**src/rtl/imem_loader.sv**
```systemverilog
`default_nettype none
// ============================================================================
// Module      : imem_loader
// Description : Boot-time instruction memory loader. Accepts a framed byte
//               stream over valid/ready, assembles big-endian 32-bit words,
//               writes them to sequential word addresses and holds the CPU in
//               reset until a complete frame with a matching XOR checksum has
//               been written.
//
//               Frame: HI (N[12:8], top 3 bits zero) | LO (N[7:0]) |
//                      N x 4 data bytes (MSB first) | XOR of all prior bytes
//
// Ports       : clock       - single clock, rising edge
//               reset       - asynchronous, active-low
//               in_valid    - in_byte carries a stream byte
//               in_byte     - stream byte
//               in_ready    - loader will accept a byte this cycle
//               start       - one-cycle pulse, rearms after DONE / ERROR
//               wr_en       - instruction memory write strobe (1 cycle)
//               wr_address  - word address of the write
//               wr_data     - instruction word of the write
//               cpu_hold    - 1 keeps the processor in reset
//               done        - frame loaded and verified
//               error       - frame rejected (sticky until start / reset)
//               word_count  - N from the frame header
// Revision    : 1.0 - initial release
// ============================================================================
module imem_loader #(
   parameter int ADDR_WIDTH = 12,
   parameter int MAX_WORDS  = 4096
) (
   input  logic                  clock,
   input  logic                  reset,
   input  logic                  in_valid,
   input  logic [7:0]            in_byte,
   output logic                  in_ready,
   input  logic                  start,
   output logic                  wr_en,
   output logic [ADDR_WIDTH-1:0] wr_address,
   output logic [31:0]           wr_data,
   output logic                  cpu_hold,
   output logic                  done,
   output logic                  error,
   output logic [12:0]           word_count
);

   // -------------------------------------------------------------------------
   // State encoding
   // -------------------------------------------------------------------------
   localparam logic [2:0] c_hdr_hi = 3'd0;
   localparam logic [2:0] c_hdr_lo = 3'd1;
   localparam logic [2:0] c_data   = 3'd2;
   localparam logic [2:0] c_check  = 3'd3;
   localparam logic [2:0] c_done   = 3'd4;
   localparam logic [2:0] c_error  = 3'd5;

   // -------------------------------------------------------------------------
   // Registers
   // -------------------------------------------------------------------------
   logic [2:0]            state_q,      state_d;
   logic [7:0]            hi_q,         hi_d;          // captured HI header byte
   logic [7:0]            csum_q,       csum_d;        // running XOR of frame bytes
   logic [1:0]            byte_pos_q,   byte_pos_d;    // byte index within a word
   logic [23:0]           word_buf_q,   word_buf_d;    // first three bytes of a word
   logic [12:0]           idx_q,        idx_d;         // next word index to write
   logic [12:0]           word_count_q, word_count_d;
   logic                  in_ready_q,   in_ready_d;
   logic                  wr_en_q,      wr_en_d;
   logic [ADDR_WIDTH-1:0] wr_address_q, wr_address_d;
   logic [31:0]           wr_data_q,    wr_data_d;
   logic                  cpu_hold_q,   cpu_hold_d;
   logic                  done_q,       done_d;
   logic                  error_q,      error_d;

   // -------------------------------------------------------------------------
   // Combinational helpers
   // -------------------------------------------------------------------------
   logic        w_accept;
   logic [12:0] w_hdr_n;
   logic        w_hdr_bad;
   logic        w_last_word;

   // A byte transfers when offered while the registered ready is high; the
   // registered ready always reflects the current state (except the single
   // cycle after reset, where it is intentionally still low).
   assign w_accept    = in_valid && in_ready_q;
   assign w_hdr_n     = {hi_q[4:0], in_byte};
   assign w_hdr_bad   = (hi_q[7:5] != 3'b000) || (32'(w_hdr_n) > 32'(MAX_WORDS));
   assign w_last_word = (idx_q == (word_count_q - 13'd1));

   // -------------------------------------------------------------------------
   // Next-state logic
   // -------------------------------------------------------------------------
   always_comb begin
      state_d      = state_q;
      hi_d         = hi_q;
      csum_d       = csum_q;
      byte_pos_d   = byte_pos_q;
      word_buf_d   = word_buf_q;
      idx_d        = idx_q;
      word_count_d = word_count_q;
      wr_en_d      = 1'b0;
      wr_address_d = wr_address_q;
      wr_data_d    = wr_data_q;

      case (state_q)
         c_hdr_hi: begin
            if (w_accept) begin
               hi_d    = in_byte;
               csum_d  = csum_q ^ in_byte;
               state_d = c_hdr_lo;
            end
         end

         c_hdr_lo: begin
            if (w_accept) begin
               csum_d       = csum_q ^ in_byte;
               word_count_d = w_hdr_n;
               byte_pos_d   = 2'd0;
               idx_d        = 13'd0;
               if (w_hdr_bad) begin
                  state_d = c_error;
               end else if (w_hdr_n == 13'd0) begin
                  state_d = c_check;
               end else begin
                  state_d = c_data;
               end
            end
         end

         c_data: begin
            if (w_accept) begin
               csum_d = csum_q ^ in_byte;
               if (byte_pos_q == 2'd3) begin
                  // Fourth byte completes the word: write it out directly
                  // from the buffer plus the incoming byte.
                  wr_en_d      = 1'b1;
                  wr_data_d    = {word_buf_q, in_byte};
                  wr_address_d = idx_q[ADDR_WIDTH-1:0];
                  idx_d        = idx_q + 13'd1;
                  byte_pos_d   = 2'd0;
                  if (w_last_word) begin
                     state_d = c_check;
                  end
               end else begin
                  word_buf_d = {word_buf_q[15:0], in_byte};
                  byte_pos_d = byte_pos_q + 2'd1;
               end
            end
         end

         c_check: begin
            if (w_accept) begin
               state_d = (csum_q == in_byte) ? c_done : c_error;
            end
         end

         c_done, c_error: begin
            if (start) begin
               state_d      = c_hdr_hi;
               csum_d       = 8'h00;
               idx_d        = 13'd0;
               byte_pos_d   = 2'd0;
               word_buf_d   = 24'h000000;
               word_count_d = 13'd0;
            end
         end

         default: begin
            state_d = c_hdr_hi;
         end
      endcase

      // Status outputs are registered from the state being left/entered so
      // that a start pulse clears done/error on the same edge it rearms,
      // while entry into DONE/ERROR shows up one edge after the final byte.
      in_ready_d = (state_d == c_hdr_hi) || (state_d == c_hdr_lo) ||
                   (state_d == c_data)   || (state_d == c_check);
      done_d     = (state_q == c_done)  && (state_d == c_done);
      error_d    = (state_q == c_error) && (state_d == c_error);
      cpu_hold_d = !done_d;
   end

   // -------------------------------------------------------------------------
   // State registers
   // -------------------------------------------------------------------------
   always_ff @(posedge clock or negedge reset) begin
      if (!reset) begin
         state_q      <= c_hdr_hi;
         hi_q         <= 8'h00;
         csum_q       <= 8'h00;
         byte_pos_q   <= 2'd0;
         word_buf_q   <= 24'h000000;
         idx_q        <= 13'd0;
         word_count_q <= 13'd0;
         in_ready_q   <= 1'b0;
         wr_en_q      <= 1'b0;
         wr_address_q <= '0;
         wr_data_q    <= 32'h0000_0000;
         cpu_hold_q   <= 1'b1;
         done_q       <= 1'b0;
         error_q      <= 1'b0;
      end else begin
         state_q      <= state_d;
         hi_q         <= hi_d;
         csum_q       <= csum_d;
         byte_pos_q   <= byte_pos_d;
         word_buf_q   <= word_buf_d;
         idx_q        <= idx_d;
         word_count_q <= word_count_d;
         in_ready_q   <= in_ready_d;
         wr_en_q      <= wr_en_d;
         wr_address_q <= wr_address_d;
         wr_data_q    <= wr_data_d;
         cpu_hold_q   <= cpu_hold_d;
         done_q       <= done_d;
         error_q      <= error_d;
      end
   end

   // -------------------------------------------------------------------------
   // Outputs
   // -------------------------------------------------------------------------
   assign in_ready   = in_ready_q;
   assign wr_en      = wr_en_q;
   assign wr_address = wr_address_q;
   assign wr_data    = wr_data_q;
   assign cpu_hold   = cpu_hold_q;
   assign done       = done_q;
   assign error      = error_q;
   assign word_count = word_count_q;

endmodule
`default_nettype wire

```
**config.mk**
```make
export PLATFORM = sky130hd
export DESIGN_NAME = imem_loader
export DESIGN_NICKNAME = d
export VERILOG_FILES = /design/src/rtl/imem_loader.sv
export SDC_FILE = /design/constraint.sdc
export NUM_CORES = 1
export LEC_CHECK = 0
export BUFFER_PORTS_ARGS = -buffer_cell sky130_fd_sc_hd__buf_4
export CAP_MARGIN = 10
export CORE_MARGIN = 2
export CORE_UTILIZATION = 50
export CTS_BUF_LIST = sky130_fd_sc_hd__clkbuf_8
export DETAILED_ROUTE_END_ITERATION = 6
export PLACE_DENSITY = 0.83
export SETUP_SLACK_MARGIN = 0.5
export SYNTH_ARGS = -nofsm -noshare
export SYNTH_HDL_FRONTEND = slang
export SYNTH_SLANG_ARGS = --single-unit
export TNS_END_PERCENT = 100
```
**constraint.sdc**
```tcl
create_clock -name clock -period 2 [get_ports clock]
set_clock_uncertainty 0.05 [all_clocks]
set_input_delay 0.4 -clock clock [delete_from_list [all_inputs] [get_ports clock]]
set_output_delay 0.4 -clock clock [all_outputs]
set_load 0.02 [all_outputs]
```
==> impl_metrics.yaml, run 1 <==
global_routing:
  grt_overflow: 0
  antenna_found_initial: 0
  track_usage_pct: 35.6
  first_global_vias: 5616
  grt_pass1_wl_mm: 30.9
  grt_max_degree: 59
cts:
  worstSkewPairLatency_ps: 480
  cts.clk_slew.worst_paths_ps: 80
  numCtsBuffers: 17
  cts_buffer_depth: 2
  htreeDepth: 4
  cts_root_buf: "clkbuf_8"
  cts_tree: "done"
  cts.sinks: 120
finish:
  final_area_sq_um: 9470
  area_growth_pct: 72.5
  num_antenna_cells: 0
  final_util_pct: 87.8
  fin_nets: 788
  layout.cells.non_filler: 926
  drive_gt1_share_pct: 60.3
floorplan:
  die-area_sq_um: 11800
  die_x_um: 109
  num_rows: 38
  die_y_um: 109
  coreArea_sq_um: 10800
  initial_core_util_pct: 50.9
  pin_count: 74
setup_path:
  crit_path_max_fanout: 5
  start_kind: "flop"
  end_kind: "flop"
  crit_type: "flop to flop"
  crit_arrival_ps: 2640
  critical-path-max-stage-delay_ps: 470
  ff2ff_path_depth: 10
  crit_path_top_delay_cell: "dfrtp_2"
  path_cells: "inv_2 > ha_4 > nor3b_4 > buf_6 > buf_16 > o211ai_1 > a21oi_1 > o21ai_1 > nand3_1 > o21ai_2"
  required_ps: 2290
timing:
  max_slew_margin_pct: 58.9
  period_share_pct: 118
  worst_slew_pin_slew_ps: 614
  setup_viol: 7
  period_minus_slack_ps: 2360
  setup_slack_ps: -355
  final_max_slew_viol_count: 0
  grt_setup_unrepaired: "yes"
  clock.fmax_ghz: 0.425
  hold_viol_final: 0
  hold_slack_ps: 137
placed_design:
  io_buffers: 73
  dp_cells: 796
  dp_hpwl_mm: 9.02
  gp_congestion: 0.888
  dpl-instance-area_sq_um: 6300
synthesis:
  ys_warn_count: 0
  ys_ff_latch: 120
  netlist_instances: 606
  synth_async_sr_flop_share_pct: 100
  syn_avg_cell_area_sq_um: 9.06
  synth_edf_count: 0
  synth_area_sq_um: 5490
  ys_types: 51
  ys.flop_type: "dfrtp_1"
  seq_area_frac_synth_pct: 54.7
  synth_nets: 621
drt:
  num_vias: 6193
  totalWireLength_mm: 27.1
  dr.pass1.iters: 5
  wl_per_cell_um: 29.2
  viasPerCell: 6.69
  ant_nets: 0
  drt_iter0_drc: 788
  drc: 0
min_path:
  min_path_cells: 2
  worstHoldPathType: "primary input to flop"
flow_run:
  maxCapViolations: 0
power_and_ir_drop:
  ir_worst_vdd_v: 0.000837
  power_density_nw_per_um2: 1280
  leakagePower_nw: 4.63
  fin_total_pwr_mw: 12.1
status:
  run_status: "finished with violations"
  violations: "negative setup slack"
[layout make-up]
type	count	area, sq um
clock inverter	15	200
tap	140	175
fill	402	1320
timing repair buffer	189	2320
inverter	8	38.8
multi-input combinational	437	3480
clock buffer	17	234
sequential	120	3020
[final timing paths]
check	from	endpoint	slack, ps
worst max-delay path	word_count[0]	state_q[0]	-360
worst min-delay path	start	error	140
worst max register to register	word_count[0]	state_q[0]	-360
worst min register to register	wr_address[11]	wr_address[11]	450
max in group asynchronous	reset	idx_q[4]	860
min in group asynchronous	reset	word_buf_q[5]	330
[stage by stage]
step                      TNS, ps  worst slack [ps]
final                        -637              -355
after global routing        -1240              -342
after CTS                       0               124
after detailed placement        0              14.8
after global placement          0              34.6
after floorplan                 0               214
[power by group]
| part | internal (mW) | switching, mW |
|---|---|---|
| clock network | 1.36 | 1.20 |
| logic | 2.66 | 3.17 |
| registers | 2.91 | 0.787 |
| total | 6.93 | 5.16 |
[logic make-up (layout without fill, tap and decap cells)]
group                      Yosys count  after routing  synth area share, %
and+or+nand+nor                    296            296                 23.4
AOI/OAI and AO/OA                   91             91                 9.57
xor gates and xnor gates            39             39                 6.22
muxes                                8              8                 1.64
DFF                                120            120                 54.7
buffers and inverters               49            229                 3.74
adders and majority gates            3              3                0.684
[flip-flops by register name, summed over array words and instances (netlist names), 2 cells and up]
name and cells:
wr_data 32, word_buf_q 24, idx_q 13, word_count 13, wr_address 12, csum_q 8, hi_q 8, state_q 3
byte_pos_q 2
[repair_timing]
action                                 CTS  global route
hold buffers                             1             0
setup buffers                           50            23
endpoints found under the hold margin   23             0
setup endpoints to repair              127           135
cloned                                  18             6
gates resized for setup                192           261
pin swaps                               71            99
[synth_stat cells, types with 2 or more instances]
master / n / area (sq um)
nand2_1: 218 / 818
dfrtp_1: 119 / 2980
o21ai_0: 36 / 180
nor2_1: 30 / 113
clkbuf_1: 27 / 101
o21ai_1: 23 / 115
xor2_1: 20 / 175
xnor2_1: 19 / 166
nand3_1: 13 / 65.1
buf_2: 11 / 55.1
a21oi_1: 10 / 50.1
mux2_1: 8 / 90.1
inv_1: 7 / 26.3
nor4_1: 7 / 43.8
a22o_1: 6 / 52.6
a31oi_1: 4 / 25.0
nand4_1: 4 / 25.0
ha_1: 3 / 37.5
o211ai_1: 3 / 22.5
and4_1: 2 / 17.5
and4bb_1: 2 / 25.0
buf_4: 2 / 15.0
nand2b_1: 2 / 12.5
nor2b_1: 2 / 12.5
nor3b_1: 2 / 15.0
[cell usage in the layout (no fill, tap or decap), types with 14 or more instances in the layout]
cell type / count
nor2_1: 23
nand2_4: 66
clkbuf_8: 17
dfrtp_2: 16
buf_12: 14
buf_16: 18
dfrtp_1: 103
nand2_2: 74
xor2_1: 19
o21ai_1: 16
buf_4: 86
buf_6: 55
o21ai_2: 35
nand2_1: 74
xnor2_1: 15
[worst max-delay path: cells and delay by family, from the launching register on]
family          cells  cell delay (ps)
compound gates      4              640
flops               1              470
simple gates        2              460
buf+inv             3              440
fa+ha+maj           1              160
[layer usage]
metal / GRT usage, % / share of wire (%) / vias up
met5: 0 / 0 / -
met4: 22.1 / 10 / 0
met3: 9.74 / 11 / 259
met2: 58.8 / 45 / 652
met1: 41.0 / 33 / 2948
li1: - / - / 2334
(Power assumes the default switching activity.)
==> run 2: changes to the inputs <==
--- a/config.mk
+++ b/config.mk
@@ -11,7 +11,7 @@
 export CORE_UTILIZATION = 50
 export CTS_BUF_LIST = sky130_fd_sc_hd__clkbuf_8
 export DETAILED_ROUTE_END_ITERATION = 6
-export PLACE_DENSITY = 0.83
+export PLACE_DENSITY = 0.74
 export SETUP_SLACK_MARGIN = 0.5
 export SYNTH_ARGS = -nofsm -noshare
 export SYNTH_HDL_FRONTEND = slang
==> run 2 against run 1 <==
  * The run still ends with negative setup slack left
  * First-iteration DRC count down 39%
  * Critical path depth down 2
  * Sequential share of layout area is 0.91 points higher
  * Fmax increased by 5.0%
  * Worst hold slack lost 3.5 ps
  * Non-clock buffer count shrank 2
  * Core utilization down 2.6 points
  * Global-route usage fell by 5.9 points
  * Clock power shrank 3%
  * Count of clock-buffer cells in the layout is 1 higher
  * Largest cell class unchanged
  * Largest power group unchanged
  * Highest routed layer unchanged
==> impl_metrics.yaml, run 2 (synthesized netlist as in run 1, its figures left out) <==
status:
  run_status: "finished with violations"
  violations: "negative setup slack"
setup_path:
  end_kind: "flop"
  r2r-start: "word_count[0]"
  cp-startpoint: "word_count[0]"
  crit_type: "flop to flop"
  required_ps: 2310
  r2r_setup_slack_ps: -240
  crit_path_max_fanout: 10
  crit_arrival_ps: 2560
  start_kind: "flop"
min_path:
  worstHoldPathType: "primary input to flop"
  min_from: "start"
cts:
  worstSkewPairLatency_ps: 480
  numCtsBuffers: 17
  cts.sinks: 120
  cts_buffer_depth: 2
  cts_tree: "done"
  cts.clk_slew.worst_paths_ps: 80
  htreeDepth: 4
  cts_root_buf: "clkbuf_8"
finish:
  mostFrequentLayoutCells: "dfrtp_1 (107), nand2_1 (95), buf_4 (95), nand2_2 (61), nand2_4 (60)"
  num_antenna_cells: 0
  drive_gt1_share_pct: 55.4
  fin_nets: 786
  area_growth_pct: 67.4
  final_common_cell: "dfrtp_1"
  largest_reg_flops: 32
  fillers: 463
placed_design:
  io_buffers: 73
  gp_congestion: 0.904
  dpl_worst_slack_ps: 109
  dp_hpwl_mm: 9.04
floorplan:
  num_rows: 38
  initial_core_util_pct: 50.9
  die_x_um: 109
  coreArea_sq_um: 10800
  die_y_um: 109
  pin_count: 74
  die-area_sq_um: 11800
timing:
  period_minus_slack_ps: 2240
  hold_slack_ps: 134
  hold_viol_final: 0
  grt_setup_unrepaired: "yes"
  period_share_pct: 112
  setup_viol: 1
  final_max_slew_viol_count: 0
  setup_slack_ps: -243
  tns_ps: -243
  clock.fmax_ghz: 0.446
  worst_slew_pin_slew_ps: 557
  max_slew_margin_pct: 62.5
power_and_ir_drop:
  power_density_nw_per_um2: 1240
  ir_worst_vdd_v: 0.000880
  leakagePower_nw: 4.77
drt:
  totalWireLength_mm: 23.3
  drc: 0
  wl_per_cell_um: 25.2
  viasPerCell: 6.12
  ant_nets: 0
  drt_iter0_drc: 480
  dr.pass1.iters: 7
  num_vias: 5654
global_routing:
  grt_max_degree: 33
  grt_pass1_wl_mm: 26.5
  first_global_vias: 5105
  antenna_found_initial: 0
  grt_overflow: 0
  track_usage_pct: 29.7
flow_run:
  maxCapViolations: 0
==> run 2: routing by layer <==
layer / GRT usage [%] / vias up / routed length (um) / share of wire [%]
met5: 0 / - / 0 / 0
met4: 11.9 / 0 / 1710 / 7.3
met2: 50.1 / 402 / 11300 / 48
met3: 6.40 / 154 / 2030 / 8.7
met1: 37.4 / 2770 / 8280 / 36
li1: - / 2328 / - / -
==> run 2: final timing paths <==
check	end	cells after the start
max	state_q[0]	8
max reg2reg	state_q[0]	8
min reg2reg	wr_address[6]	2
min in group asynchronous	word_buf_q[10]	2
min	error	2
max in group asynchronous	cpu_hold	3
==> run 2: repair_timing <==
action | in CTS | in global routing
hold endpoints to repair | 28 | 0
gates resized for setup | 107 | 265
pin swaps | 31 | 105
hold buffers | 1 | 0
cloned | 12 | 10
setup buffers | 46 | 21
endpoints found under the setup margin | 128 | 133
==> run 2: area by class of cell <==
| type | instances | area [sq um] | area share, % |
|---|---|---|---|
| sequential | 120 | 3020 | 32.8 |
| multi-input combinational | 437 | 3300 | 35.9 |
| inverter | 8 | 38.8 | 0.422 |
| clock buffer | 18 | 248 | 2.69 |
| tap | 140 | 175 | 1.91 |
| clock inverter | 14 | 181 | 1.97 |
| timing repair buffer | 187 | 2230 | 24.3 |
==> run 2: per-stage QoR <==
stage | util (%) | cell area [sq um] | total power [mW] | std cells
floorplan | - | 5580 | 5.21 | 606
global placement | 58.7 | 6340 | 6.06 | 802
detailed placement | 58.7 | 6340 | 6.17 | 802
CTS | 73.2 | 7900 | 9.69 | 893
global route | 85.2 | 9200 | 11.7 | 924
finish | 85.2 | 9200 | 11.4 | 924
==> run 2: worst max-delay path: stages, from the launching register on <==
cell and delay, ps:
dfrtp_2 450, inv_2 90, ha_4 160, nor3b_4 260, buf_12 170, nand2_1 90
nor4b_1 410, o2111ai_1 210, o21ai_1 240
==> run 2: power by group <==
group          switching [mW]  leakage (nW)  internal [mW]  total, mW
Clock                    1.12         0.213           1.38       2.49
Combinational            2.72          2.97           2.52       5.24
Sequential              0.739          1.59           2.90       3.64
Total                    4.58          4.77           6.80       11.4
